### config.mk
export PLATFORM = sky130hd
export DESIGN_NAME = cs42448_i2c_arbiter
export DESIGN_NICKNAME = d
export VERILOG_FILES = /design/src/rtl/cs42448_pkg.sv /design/src/rtl/cs42448_rr_pick.sv /design/src/rtl/cs42448_i2c_arbiter.sv
export SDC_FILE = /design/constraint.sdc
export NUM_CORES = 1
export LEC_CHECK = 0
export ABC_CLOCK_PERIOD_IN_PS = 4200
export CORE_AREA = 2 2 73 92
export DETAILED_ROUTE_END_ITERATION = 10
export DIE_AREA = 0 0 75 94
export GPL_ROUTABILITY_DRIVEN = 0
export PLACE_DENSITY = 0.75
export SLEW_MARGIN = 30
export SYNTH_ARGS = -nofsm -noshare
export SYNTH_HDL_FRONTEND = slang
export SYNTH_HIERARCHICAL = 1
export SYNTH_SLANG_ARGS = --single-unit
### constraint.sdc
create_clock -name sys_clk -period 4.2 [get_ports sys_clk]
set_input_delay 1.26 -clock sys_clk [delete_from_list [all_inputs] [get_ports sys_clk]]
set_output_delay 1.26 -clock sys_clk [all_outputs]
set_load 0.02 [all_outputs]
### src/rtl/cs42448_pkg.sv
// Shared types and constants for the CS42448 I2C arbiter slice.
package cs42448_pkg;

    localparam int CS_PTR_W  = 7;
    localparam int CS_DATA_W = 8;

    // CS42448 7-bit slave address is 10010xx; the two LSBs come from the AD1/AD0 straps.
    localparam logic [6:0] CS_SADDR_BASE = 7'b1001000;

    typedef enum logic [1:0] {
        ST_IDLE,
        ST_ISSUE,
        ST_BUSY,
        ST_RESP
    } arb_state_t;

endpackage

### src/rtl/cs42448_rr_pick.sv
// Combinational round-robin picker: first set request at or above rr_ptr, with wrap.
module cs42448_rr_pick
    import cs42448_pkg::*;
#(
    parameter int N_REQ = 4,
    parameter int IDX_W = 2
) (
    input  logic [N_REQ-1:0] req,
    input  logic [IDX_W-1:0] rr_ptr,
    output logic [N_REQ-1:0] gnt,
    output logic [IDX_W-1:0] idx
);

    int               pos;
    logic [IDX_W-1:0] pos_i;
    logic             found;

    // Walk the request vector starting at rr_ptr; the first hit becomes the one-hot grant.
    always_comb begin
        gnt   = '0;
        idx   = '0;
        found = 1'b0;
        pos   = 0;
        pos_i = '0;
        for (int i = 0; i < N_REQ; i++) begin
            pos = int'(rr_ptr) + i;
            if (pos >= N_REQ) begin
                pos = pos - N_REQ;
            end
            pos_i = IDX_W'(pos);
            if (!found && req[pos_i]) begin
                found      = 1'b1;
                gnt[pos_i] = 1'b1;
                idx        = pos_i;
            end
        end
    end

endmodule

### src/rtl/cs42448_i2c_arbiter.sv
// Round-robin arbiter sharing one CS42448 I2C register controller among N_REQ requesters.
// Optional watchdog: define CS42448_ARB_TIMEOUT_EN to abort stuck transactions after
// TIMEOUT_CYCLES sys_clk cycles with req_err set.
module cs42448_i2c_arbiter
    import cs42448_pkg::*;
#(
    parameter int N_REQ          = 4,
    parameter int TIMEOUT_CYCLES = 200000
) (
    input  logic                      sys_clk,
    input  logic                      sys_rst,
    input  logic [N_REQ-1:0]          req_valid,
    input  logic [N_REQ-1:0]          req_rw,
    input  logic [CS_PTR_W*N_REQ-1:0] req_ptr,
    input  logic [CS_DATA_W*N_REQ-1:0] req_wdata,
    output logic [N_REQ-1:0]          req_gnt,
    output logic [N_REQ-1:0]          req_done,
    output logic                      req_err,
    output logic [CS_DATA_W-1:0]      req_rdata,
    output logic                      busy,
    output logic                      i2c_start,
    output logic                      i2c_rw,
    output logic [CS_PTR_W-1:0]       i2c_ptr,
    output logic [CS_DATA_W-1:0]      i2c_wr_byte,
    input  logic                      i2c_ready,
    input  logic                      i2c_done,
    input  logic                      i2c_init_done,
    input  logic [CS_DATA_W-1:0]      i2c_rd_byte
);

    localparam int IDX_W = $clog2(N_REQ);

    if (N_REQ < 2 || N_REQ > 8 || TIMEOUT_CYCLES < 1) begin : g_bad_param
        $error("cs42448_i2c_arbiter: N_REQ must be 2..8 and TIMEOUT_CYCLES at least 1");
    end

    arb_state_t           state;
    logic [IDX_W-1:0]     rr_ptr;
    logic [IDX_W-1:0]     cmd_idx;
    logic [IDX_W-1:0]     pick_idx;
    logic [N_REQ-1:0]     pick_gnt;
    logic [N_REQ-1:0]     done_onehot;
    logic                 cmd_rw;
    logic [CS_PTR_W-1:0]  cmd_ptr;
    logic [CS_DATA_W-1:0] cmd_wdata;
    logic                 grant_ok;
    logic                 tmo_hit;

    cs42448_rr_pick #(
        .N_REQ (N_REQ),
        .IDX_W (IDX_W)
    ) u_pick (
        .req    (req_valid),
        .rr_ptr (rr_ptr),
        .gnt    (pick_gnt),
        .idx    (pick_idx)
    );

    // The grant pulse is combinational so it lands in the very cycle the request fields are
    // captured; it is masked during reset so every output reads zero while reset is held.
    assign grant_ok    = (state == ST_IDLE) && !sys_rst && i2c_init_done && i2c_ready && (|req_valid);
    assign req_gnt     = grant_ok ? pick_gnt : '0;
    assign done_onehot = {{(N_REQ-1){1'b0}}, 1'b1} << cmd_idx;

    assign i2c_rw      = cmd_rw;
    assign i2c_ptr     = cmd_ptr;
    assign i2c_wr_byte = cmd_wdata;

`ifdef CS42448_ARB_TIMEOUT_EN
    logic [31:0] tmo_cnt;

    // Watchdog counter restarts on every grant and runs while a command is outstanding.
    always_ff @(posedge sys_clk or posedge sys_rst) begin
        if (sys_rst) begin
            tmo_cnt <= '0;
        end else if (grant_ok) begin
            tmo_cnt <= '0;
        end else if (state == ST_ISSUE || state == ST_BUSY) begin
            tmo_cnt <= tmo_cnt + 32'd1;
        end
    end

    assign tmo_hit = (state == ST_ISSUE || state == ST_BUSY) &&
                     (tmo_cnt >= 32'(TIMEOUT_CYCLES - 1));
`else
    assign tmo_hit = 1'b0;
`endif

    // Transaction FSM: grant, hold the strobe until the controller goes busy, wait for
    // completion or NACK, then return the response and advance the round-robin pointer.
    always_ff @(posedge sys_clk or posedge sys_rst) begin
        if (sys_rst) begin
            state     <= ST_IDLE;
            rr_ptr    <= '0;
            cmd_idx   <= '0;
            cmd_rw    <= 1'b0;
            cmd_ptr   <= '0;
            cmd_wdata <= '0;
            i2c_start <= 1'b0;
            busy      <= 1'b0;
            req_done  <= '0;
            req_err   <= 1'b0;
            req_rdata <= '0;
        end else begin
            req_done <= '0;
            case (state)
                ST_IDLE: begin
                    if (grant_ok) begin
                        cmd_idx   <= pick_idx;
                        cmd_rw    <= req_rw[pick_idx];
                        cmd_ptr   <= req_ptr[int'(pick_idx)*CS_PTR_W +: CS_PTR_W];
                        cmd_wdata <= req_wdata[int'(pick_idx)*CS_DATA_W +: CS_DATA_W];
                        i2c_start <= 1'b1;
                        busy      <= 1'b1;
                        state     <= ST_ISSUE;
                    end
                end
                ST_ISSUE: begin
                    if (!i2c_ready) begin
                        i2c_start <= 1'b0;
                        state     <= ST_BUSY;
                    end else if (tmo_hit) begin
                        i2c_start <= 1'b0;
                        req_err   <= 1'b1;
                        req_done  <= done_onehot;
                        state     <= ST_RESP;
                    end
                end
                ST_BUSY: begin
                    if (i2c_done) begin
                        if (cmd_rw) begin
                            req_rdata <= i2c_rd_byte;
                        end
                        req_err  <= 1'b0;
                        req_done <= done_onehot;
                        state    <= ST_RESP;
                    end else if (i2c_ready || tmo_hit) begin
                        req_err  <= 1'b1;
                        req_done <= done_onehot;
                        state    <= ST_RESP;
                    end
                end
                ST_RESP: begin
                    rr_ptr <= (cmd_idx == IDX_W'(N_REQ - 1)) ? '0 : cmd_idx + 1'b1;
                    busy   <= 1'b0;
                    state  <= ST_IDLE;
                end
                default: begin
                    state <= ST_IDLE;
                end
            endcase
        end
    end

endmodule

=== Yosys cells after proc, flatten, opt, wreduce, memory -nomap -nowiden ===
Cells that the tools add are included.

* Register bits after elaboration: 37
* Word-level logic and storage cells: 121
* Input port bits: 81

* Add/sub/neg operators: 8
* Eq/ne operators: 7
* Multiply operators: 1
* Reduce and logical (&&, ||, !) cells: 26
* Shift operators: 3
* Bitwise operators: 3
* Magnitude comparators: 13
* Multiplexer cells: 49

{| class="wikitable"
|+ Operators by type and width
! cell !! number
|-
| $mux W4 || 8
|-
| $shiftx A32 B6 Y8 || 1
|-
| $shiftx A28 B6 Y7 || 1
|-
| $mux W2 || 13
|-
| $mux W1 || 16
|-
| $lt A2 B3 Y1 const B || 5
|-
| $or A4 B4 Y4 || 3
|-
| $logic_and A1 B1 Y1 || 11
|-
| $bmux W1 S2 || 5
|-
| $ge A3 B3 Y1 const B || 3
|-
| $reduce_and A3 Y1 || 3
|-
| $demux W1 S2 || 4
|-
| $ge A2 B1 Y1 const B || 4
|-
| $pmux W2 S4 || 1
|-
| $sub A2 B1 Y2 const B || 4
|-
| $add A2 B2 Y3 const B || 2
|-
| $eq A2 B2 Y1 const B || 3
|-
| $reduce_and A2 Y1 || 3
|-
| $reduce_bool A2 Y1 || 3
|-
| $mul A2 B3 Y5 const B || 1
|-
| $logic_not A1 Y1 || 4
|-
| $ne A2 B2 Y1 const B || 2
|-
| $pmux W1 S2 || 2
|-
| $reduce_or A4 Y1 || 1
|-
| other kinds (7) || 7
|}

=== Longest topological paths before layout ===
Gate-level depths: netlist of the first run.

* Depth after elaboration: 16
* Gate-level depth with buffers: 12

=== Modules after synthesis ===
Netlist of the first run, hierarchy kept.

{| class="wikitable"
|+ Modules (own cells, without submodules)
! module !! sequential area each (sq um) !! cells an instance !! instances !! area each (sq um)
|-
| cs42448_i2c_arbiter || 925.9 || 136 || 1 || 2023.2
|-
| cs42448_rr_pick || 0.0 || 46 || 1 || 419.2
|}

=== Worst setup path after synthesis of the first run ===
No wires, ideal clock.

* Kind: input to output
* Start: input req_valid[1]
* End: output req_gnt[0]
* Cell stages on the path: 6
* Buffers on the path: 0
* Setup slack: 0.386 ns
* Arrival time: 2.554 ns
* Cells stage by stage: mux4_2 nand2b_4 nor3_4 a22oi_1 o21ai_1 and3_1

* Cells in the longest elaborated chain, start to end: 13

{| class="wikitable"
|+ Ends and longest elaborated chain
! item !! RTL line !! source
|-
| start: declaration || cs42448_i2c_arbiter.sv:12 || <nowiki>input logic [N_REQ-1:0] req_valid,</nowiki>
|-
| $bmux W1 S2 || cs42448_rr_pick.sv:31 || <nowiki>if (!found && req[pos_i]) begin</nowiki>
|-
| $mux W1 (not written as such) || cs42448_rr_pick.sv:31 ||
|-
| $mux W1 || cs42448_rr_pick.sv:31 ||
|-
| $logic_not A1 Y1 || cs42448_rr_pick.sv:31 ||
|-
| $logic_and A1 B1 Y1 || cs42448_rr_pick.sv:31 ||
|-
| $mux W1 || cs42448_rr_pick.sv:31 ||
|-
| $logic_not A1 Y1 || cs42448_rr_pick.sv:31 ||
|-
| $logic_and A1 B1 Y1 || cs42448_rr_pick.sv:31 ||
|-
| $mux W1 || cs42448_rr_pick.sv:31 ||
|-
| $logic_not A1 Y1 || cs42448_rr_pick.sv:31 ||
|-
| $logic_and A1 B1 Y1 || cs42448_rr_pick.sv:31 ||
|-
| $mux W4 * || cs42448_rr_pick.sv:31 ||
|-
| via pick_gnt[0] || cs42448_i2c_arbiter.sv:41 || <nowiki>logic [N_REQ-1:0] pick_gnt;</nowiki>
|-
| $mux W4 * || cs42448_i2c_arbiter.sv:62 || <nowiki>assign req_gnt = grant_ok ? pick_gnt : '0;</nowiki>
|-
| end: declaration || cs42448_i2c_arbiter.sv:16 || <nowiki>output logic [N_REQ-1:0] req_gnt,</nowiki>
|}

Mark *: on every way through the listed nets, which the timed path passes. The rest lies on a longest branch. The select of a mux whose other input is x is not followed.

=== Final worst setup path of the first run ===
* Start: input req_valid[0]
* End: output req_gnt[1]

Same word-level chain as after synthesis.

==> key figures, run 1 <==
STA
  • Layout Skew: 6.35 ps
  • Max Fclk: 247 MHz
  • # setup viols final: 0
  • RSZ-0062 raised after global routing: false
  • Worst slew margin: 68.4%
  • Hold Fails Final Rpt: 0
  • Tmin final: 4050 ps
  • Final cycle utilization of the critical path: 96.5%
  • Least-Margin Pin Slew: 474 ps
  • Max Slew Vio Count: 0
  • PnR worst setup slack: 147 ps

CTS
  • Root buf cell: clkbuf_8
  • Max clock buf depth: 2
  • Clock latency on the worst-skew pair: 280 ps
  • Htree depth: 2
  • CTS Sinks: 37
  • Number of buffers created by CTS: 5
  • Clock transition at path regs: 70 ps
  • CTS tree: done

Routing
  • DRT iter0 DRCs: 92
  • Total Routed Length: 6.59 mm
  • DRC Markers: 0
  • Mean routed wirelength per cell: 16.4 um
  • Pre-antenna DRT Iters: 4
  • Vias/cell: 5.15
  • Via count: 2076
  • Post-DRT Antenna Nets: 0

Power
  • Worst vdd ir: 387 uV
  • LEAKAGE: 1.65 nW
  • PwrDens: 721 nW/um2

Critical path
  • Critical path required time: 2940 ps
  • CP Class: input pin to output port
  • RR Startpoint: rr_ptr[0]
  • CP Data Arrival Time: 2790 ps
  • Setup crit start kind: input pin
  • Worst-path maximum fanout: 7
  • Crit path from: req_valid[0]
  • Worst Setup End Kind: output port

GRT
  • Vias in the first global route: 2177
  • Total global routing overflow: 0
  • Largest net degree at the start of global routing: 38
  • Gr usage total: 19.3%
  • Initial antenna violation count: 0
  • First-pass GRT wire length: 10.3 mm

Placed design
  • PortBufs: 115
  • Cells after DPL: 394
  • Dpl hpwl: 5.29 mm
  • DP Worst Slack: -700 ps

Yosys
  • Ys async rst share: 100%
  • Synth Area per Inst: 13.4 um2
  • Multiplexer area fraction after synthesis: 33.5%
  • Area leader, netlist: dfrtp_1
  • Synth Area in Adders: 7.17%
  • Share of the synthesized area in the top cell type: 37.9%
  • Most frequent cells after synthesis: dfrtp_1, mux2_2, mux4_2
  • Largest cells by area after synthesis: dfrtp_1, mux4_2, mux2_2
  • #FFs+latches synth: 37
  • Syn Std Cell Area: 2440 um2
  • Synth Net Count: 277
  • Synthesis warning total: 6
  • Main combinational cell family by area after synthesis: multiplexers
  • Cells after synthesis: 182
  • Register area share after synthesis: 37.9%
  • Top-count cell post-synth: dfrtp_1
  • Synth Area in Simple Gates: 8.91%
  • Synth Area in Compound Gates: 8.61%
  • Post-synth EDFFs: 0
  • Synth Flop Type: dfrtp_1
  • Yosys cell types: 41
  • Post-synthesis xor/xnor area fraction: 0%

Flow run
  • Max Cap Viol: 0

Die
  • Die height: 94 um
  • Initial core utilization: 39.9%
  • Row cnt: 32
  • Core area: 6130 um2
  • Die width: 75 um
  • Die area: 7050 um2
  • Top Ports: 116

Layout
  • Finished Layout Cells: 403
  • Ant diodes: 0
  • Post-Route Utilization: 63.8%
  • Register area: 926 um2
  • Layout cell share with drive strength beyond 1: 30.5%
  • P&R area growth vs syn: 60.1%
  • Fillers: 514
  • Area of the multi-input gates: 1450 um2
  • Final net count: 412

Run status
  • Status: complete, no violations

Worst hold path
  • HP Class: flop to flop
  • Hold_sp: i2c_ptr[6]
==> layout by cell type (no fill, tap or decap), types with 4 or more instances in the layout <==
cell type	synthesis	routed
clkdlybuf4s50_1	0	107
dfrtp_1	37	37
buf_4	0	23
mux4_2	19	20
mux2_2	19	19
ha_1	14	14
mux2_4	8	8
inv_1	7	7
a21oi_1	6	6
a22oi_1	8	6
o21ai_1	6	6
and2_1	5	5
and3_1	5	5
nor2_1	5	5
clkbuf_8	0	5
clkbuf_2	0	4
==> layout make-up <==
class	instances	share of cell area (%)
clock buffer	6	1.86
clock inverter	2	0.256
inverter	8	0.768
multi-input combinational	127	37.0
sequential	37	23.7
tap	85	2.72
timing repair buffer	138	33.7
==> metrics by stage <==
step	cell area (um2)	total power [W]	TNS (ps)	hold WS [ps]
2_1_floorplan	2440	0.00183	0	533
4_1_cts	3910	0.00284	0	511
3_3_place_gp	3830	0.00253	-2620	488
3_5_place_dp	3830	0.00258	-2760	495
6_report	3910	0.00282	0	509
5_1_grt	3910	0.00301	0	526
==> cell families after synthesis <==
logic type                 after synthesis
and+or+nand+nor                         31
AOI/OAI and AO/OA                       32
buffers and inverters                   18
adders and majority gates               14
muxes                                   50
DFF                                     37
==> power breakdown <==
group / internal (W) / switching, W / total (W) / leakage [nW]
Sequential: 0.000519 / 0.000102 / 0.000621 / 0.459
Clock: 0.000115 / 0.000124 / 0.000239 / 0.0450
Combinational: 0.00109 / 0.000871 / 0.00196 / 1.14
Total: 0.00172 / 0.00110 / 0.00282 / 1.65
==> critical path: stages <==
cell	delay [ps]
clkbuf_2	130
mux4_2	470
nand2b_4	170
nor3_4	280
a22oi_1	110
o21ai_1	90
and3_1	160
buf_4	130
==> path summary, 6_finish.rpt <==
kind | slack (ps) | cells after the start | endpoint
worst min-delay path | 510 | 1 | i2c_ptr[6]
worst max register to register | 1050 | 10 | i2c_rw
worst max-delay path | 150 | 8 | req_gnt[1]
max in group asynchronous | 2270 | 4 | i2c_ptr[3]
min in group asynchronous | 1600 | 4 | req_done[3]
worst min register to register | 510 | 1 | i2c_ptr[6]
==> registers in the layout (all words and copies together) (netlist names) <==
signal and flops:
rr_ptr 2, state 2, req_rdata 8, i2c_ptr 7
req_done 4, i2c_start 1, busy 1, req_err 1
i2c_wr_byte 8, cmd_idx 2, i2c_rw 1
==> repair_timing <==
item | 4_1_cts | 5_1_grt
hold buffers | 0 | 0
buffers inserted | 0 | 1
endpoints found under the setup margin | 4 | 4
pin swaps | 3 | 3
resized for setup | 30 | 8
==> layer usage <==
metal	share of wire, %	global-route usage [%]	vias up
met2	55	35.7	83
met5	0	0	-
li1	-	-	966
met3	6.3	2.68	14
met1	36	21.5	1013
met4	2.7	7.74	0
Note: power is estimated with default switching activity, not from simulation.
==> run 2: changes to the inputs <==
--- a/config.mk
+++ b/config.mk
@@ -5,14 +5,15 @@
 export SDC_FILE = /design/constraint.sdc
 export NUM_CORES = 1
 export LEC_CHECK = 0
-export ABC_CLOCK_PERIOD_IN_PS = 4200
 export CORE_AREA = 2 2 73 92
 export DETAILED_ROUTE_END_ITERATION = 10
 export DIE_AREA = 0 0 75 94
 export GPL_ROUTABILITY_DRIVEN = 0
 export PLACE_DENSITY = 0.75
+export SKIP_CTS_REPAIR_TIMING = 1
 export SLEW_MARGIN = 30
 export SYNTH_ARGS = -nofsm -noshare
 export SYNTH_HDL_FRONTEND = slang
 export SYNTH_HIERARCHICAL = 1
 export SYNTH_SLANG_ARGS = --single-unit
+export TNS_END_PERCENT = 30
==> run 2 against run 1 <==
Effect of this change:
- first-iteration DRC count fell by 4.3%
- sequential power barely moved
- setup slack got worse by 48 ps
- die area did not move
- largest power group unchanged
- power fell by 0.26%
- clock power barely moved
- routed wire length rose by 0.86%
- final area rose by 0.58%
- via count rose by 0.29%
- largest cell class unchanged
==> key figures, run 2 (same netlist as run 1, synthesis figures left out) <==
STA
  • Max Slew Vio Count: 0
  • Hold Fails Final Rpt: 0
  • RSZ-0062 raised after global routing: false
  • PnR worst setup slack: 99.0 ps
  • Final cycle utilization of the critical path: 97.6%
  • # setup viols final: 0
  • Max Fclk: 244 MHz
  • Layout Skew: 7.08 ps
  • Least-Margin Pin Slew: 475 ps
  • Worst slew margin: 68.3%
  • Tmin final: 4100 ps

Die
  • Die height: 94 um
  • Die width: 75 um
  • Die area: 7050 um2
  • Row cnt: 32
  • Core area: 6130 um2
  • Initial core utilization: 39.9%
  • Top Ports: 116

Layout
  • Area of the multi-input gates: 1450 um2
  • Commonest non-fill, non-tap cell in the layout: clkdlybuf4s50_1
  • Final net count: 411
  • Layout cell share with drive strength beyond 1: 28.7%
  • Fillers: 508
  • P&R area growth vs syn: 61.0%
  • Ant diodes: 0
  • Commonest cells after routing, fill and taps aside: clkdlybuf4s50_1, dfrtp_1, buf_4
  • Post-Route Utilization: 64.2%
  • Register area: 926 um2

CTS
  • Number of buffers created by CTS: 5
  • Clock latency on the worst-skew pair: 280 ps
  • Max clock buf depth: 2
  • Clock transition at path regs: 70 ps
  • CTS tree: done
  • Htree depth: 2
  • Root buf cell: clkbuf_8
  • CTS Sinks: 37

Routing
  • DRT iter0 DRCs: 88
  • Vias/cell: 5.18
  • Via count: 2082
  • DRC Markers: 0
  • Total Routed Length: 6.65 mm
  • Post-DRT Antenna Nets: 0
  • Pre-antenna DRT Iters: 4
  • Mean routed wirelength per cell: 16.5 um

Critical path
  • Worst-path maximum fanout: 7
  • Critical path required time: 2940 ps
  • CP Class: input pin to output port
  • Crit path max-delay cell type: mux4_2
  • Setup crit start kind: input pin
  • Bufs and invs on worst path: 2
  • Slowest stage delay, CP: 480 ps
  • Cell breakdown of the critical path: dlymetal6s2s_1 -> mux4_2 -> nand2b_4 -> nor3_4 -> a22oi_1 -> o21ai_1 -> and3_1 -> buf_4
  • Critical path's top delay family: simple AND/OR/NAND/NOR gates
  • Worst Setup End Kind: output port
  • CP Data Arrival Time: 2840 ps

GRT
  • Routing usage on met2: 35.7%
  • Global-route met3 utilization: 2.68%
  • Initial antenna violation count: 0
  • Total global routing overflow: 0
  • Gr usage total: 19.4%
  • First-pass GRT wire length: 10.3 mm
  • Gr busiest metal: met2
  • Met1 usage: 21.6%
  • Vias in the first global route: 2183
  • Largest net degree at the start of global routing: 38

Power
  • Worst vdd ir: 393 uV
  • LEAKAGE: 1.68 nW
  • Overall Power: 0.00281 W
  • PwrDens: 715 nW/um2

Run status
  • Status: complete, no violations

Worst hold path
  • HP Class: flop to flop

Placed design
  • DP Worst Slack: -700 ps
  • PortBufs: 115
  • Dpl hpwl: 5.29 mm

Flow run
  • Max Cap Viol: 0
[run 2: worst reg2reg max path, delay by kind of cell (launching register included)]
kind                     cells  cell delay (ps)
AND/OR/NAND/NOR              1              210
AO/OA/AOI/OAI                2              180
buffers and inverters        3              520
flip-flops                   1              510
multiplexers                 3             1240
adder cells (fa/ha/maj)      1              370
[run 2: final timing paths]
path	startpoint	to	slack (ps)	cells after the start
setup / recovery	req_valid[0]	req_gnt[1]	100	8
hold / removal	i2c_ptr[6]	i2c_ptr[6]	510	1
setup reg to reg	rr_ptr[0]	i2c_rw	1060	10
hold reg to reg	i2c_ptr[6]	i2c_ptr[6]	510	1
max in group asynchronous	sys_rst	i2c_ptr[3]	2270	4
min in group asynchronous	sys_rst	req_done[3]	1600	4
[run 2: cell type report]
cell class	instances	share of cell area, %
clock buffer	6	1.85
timing repair buffer	137	34.0
tap	85	2.70
multi-input combinational	127	36.9
clock inverter	2	0.255
inverter	8	0.764
sequential	37	23.5
[run 2: report_power, final]
part / switching, W / internal (W) / total, W
Combinational: 0.000871 / 0.00108 / 0.00195
Sequential: 0.000102 / 0.000519 / 0.000621
Clock: 0.000125 / 0.000115 / 0.000240
Total: 0.00110 / 0.00171 / 0.00281
[run 2: through the flow]
step | cells | hold slack [ps] | setup TNS (ps) | cell area [um2]
final | 402 | 509 | 0 | 3930
after floorplan | 182 | 533 | 0 | 2440
after CTS | 402 | 511 | -2810 | 3920
after global routing | 402 | 526 | 0 | 3930
after detailed placement | 394 | 495 | -2760 | 3830
after global placement | 394 | 488 | -2620 | 3830
[run 2: metal layers]
layer | wire (um) | vias to the layer above
li1 | - | 965
met1 | 2450 | 1018
met2 | 3610 | 87
met3 | 425 | 12
met4 | 165 | 0
met5 | 0 | -
==> run 3: changes to the inputs <==
--- a/config.mk
+++ b/config.mk
@@ -5,11 +5,12 @@
 export SDC_FILE = /design/constraint.sdc
 export NUM_CORES = 1
 export LEC_CHECK = 0
-export CORE_AREA = 2 2 73 92
+export CORE_AREA = 4 4 60 76
 export DETAILED_ROUTE_END_ITERATION = 10
-export DIE_AREA = 0 0 75 94
+export DIE_AREA = 0 0 64 80
+export DONT_BUFFER_PORTS = 1
 export GPL_ROUTABILITY_DRIVEN = 0
-export PLACE_DENSITY = 0.75
+export PLACE_DENSITY = 0.76
 export SKIP_CTS_REPAIR_TIMING = 1
 export SLEW_MARGIN = 30
 export SYNTH_ARGS = -nofsm -noshare
==> constraint.sdc (replaced) <==
create_clock -name sys_clk -period 5.1 [get_ports sys_clk]
set_input_delay 1.53 -clock sys_clk [delete_from_list [all_inputs] [get_ports sys_clk]]
set_output_delay 1.53 -clock sys_clk [all_outputs]
set_load 0.02 [all_outputs]
==> run 3 against run 2 <==
Effect of this change:
- sequential power increased by 12%
- highest routed layer unchanged
- critical path depth decreased by 2
- power shrank 29%
- first-iteration DRC count decreased by 6.8%
- flip-flop and latch count unchanged
==> key figures, run 3 (same netlist as run 1, synthesis figures left out) <==
Placed design
  • Dpl hpwl: 4.26 mm
  • DP Worst Slack: 619 ps
  • PortBufs: 0
  • Cell Area, Placed: 2480 um2

Critical path
  • Setup crit start kind: input pin
  • RR Startpoint: rr_ptr[0]
  • Worst Setup End Kind: output port
  • Crit path from: req_valid[1]
  • Critical path required time: 3570 ps
  • CP Class: input pin to output port
  • Worst-path maximum fanout: 8
  • CP Data Arrival Time: 2970 ps
  • Worst R2R Path Depth: 9

STA
  • Total negative slack: 0 ps
  • Least-Margin Pin Slew: 928 ps
  • RSZ-0062 raised after global routing: false
  • Hold Fails Final Rpt: 0
  • Layout Skew: 4.70 ps
  • Worst slew margin: 38.1%
  • # setup viols final: 0
  • Final cycle utilization of the critical path: 88.2%
  • Tmin final: 4500 ps
  • PnR worst setup slack: 603 ps
  • Max Fclk: 222 MHz
  • Max Slew Vio Count: 0

Die
  • Row cnt: 25
  • Die width: 64 um
  • Die height: 80 um
  • Top Ports: 116
  • Core area: 3780 um2
  • Initial core utilization: 64.5%
  • Die area: 5120 um2

GRT
  • Gr usage total: 21.1%
  • Initial antenna violation count: 0
  • Total global routing overflow: 0
  • First-pass GRT wire length: 8.26 mm
  • Vias in the first global route: 1661
  • Largest net degree at the start of global routing: 38

Layout
  • P&R area growth vs syn: 7.02%
  • Final net count: 276
  • Final Cell Area: 2610 um2
  • Post-Route Utilization: 69.1%
  • Layout cell share with drive strength beyond 1: 36.3%
  • Ant diodes: 0
  • Commonest non-fill, non-tap cell in the layout: dfrtp_1
  • Commonest cells after routing, fill and taps aside: dfrtp_1, mux4_2, mux2_2

Run status
  • Status: complete, no violations

Power
  • Worst vdd ir: 446 uV
  • Comb power frac: 50.4%
  • Internal Power: 0.00117 W
  • PwrDens: 763 nW/um2
  • Clock power frac: 14.9%
  • Part of the power in registers: 34.7%
  • LEAKAGE: 1.11 nW
  • Sw frac: 41.4%
  • Net Sw Power: 0.000826 W

CTS
  • Htree depth: 2
  • Root buf cell: clkbuf_8
  • Number of buffers created by CTS: 5
  • CTS tree: done
  • Clock latency on the worst-skew pair: 290 ps
  • Max clock buf depth: 2
  • Clock transition at path regs: 70 ps
  • CTS Sinks: 37

Routing
  • Vias/cell: 6.61
  • Post-DRT Antenna Nets: 0
  • Total Routed Length: 5.40 mm
  • Mean routed wirelength per cell: 22.9 um
  • Via count: 1559
  • DRT iter0 DRCs: 82
  • DRC Markers: 0
  • Pre-antenna DRT Iters: 4

Worst hold path
  • HP Class: flop to flop
  • Worst hold stages: 1
  • Hold_sp: state[1]

Flow run
  • Max Cap Viol: 0
==> run 3: layout make-up <==
class                           instances  area (um2)
Tap cell                               54        67.6
Inverter                                8        30.0
Fill cell                             269        1170
Multi-Input combinational cell        127        1440
Clock buffer                            5        68.8
Timing Repair Buffer                    2        15.0
Sequential cell                        37         926
Clock inverter                          3        65.1
==> run 3: final timing paths <==
kind / endpoint / slack [ps]
worst max-delay path: req_gnt[1] / 600
worst min-delay path: state[1] / 570
worst max register to register: i2c_ptr[4] / 1160
worst min register to register: state[1] / 570
max in group asynchronous: i2c_wr_byte[4] / 3510
min in group asynchronous: state[0] / 1260
==> run 3: critical path, cell delays in order <==
cell and delay (ps):
mux4_2 480, nand2b_4 170, nor3_4 280, a22oi_1 120, o21ai_1 100, and3_1 280
==> run 3: through the flow <==
step	cells	hold slack (ps)	total power, W
finish	236	573	0.00199
global placement	228	552	0.00165
detailed placement	228	560	0.00171
global route	236	615	0.00213
CTS	236	578	0.00201
floorplan	182	533	0.00151
==> run 3: per-layer routing <==
layer  share of wire, %  track usage, %
met1                 33            21.5
met2                 58            39.5
met3                7.7            6.34
met4                1.4            8.21
met5                  0               0
==> run 3: power groups by stage <==
stage / Combinational (W) / Clock, W / Sequential (W)
floorplan: 0.000865 / 0 / 0.000646
global placement: 0.000955 / 0 / 0.000692
detailed placement: 0.00101 / 0 / 0.000701
CTS: 0.00101 / 0.000305 / 0.000697
global route: 0.00110 / 0.000317 / 0.000711
finish: 0.00101 / 0.000297 / 0.000693
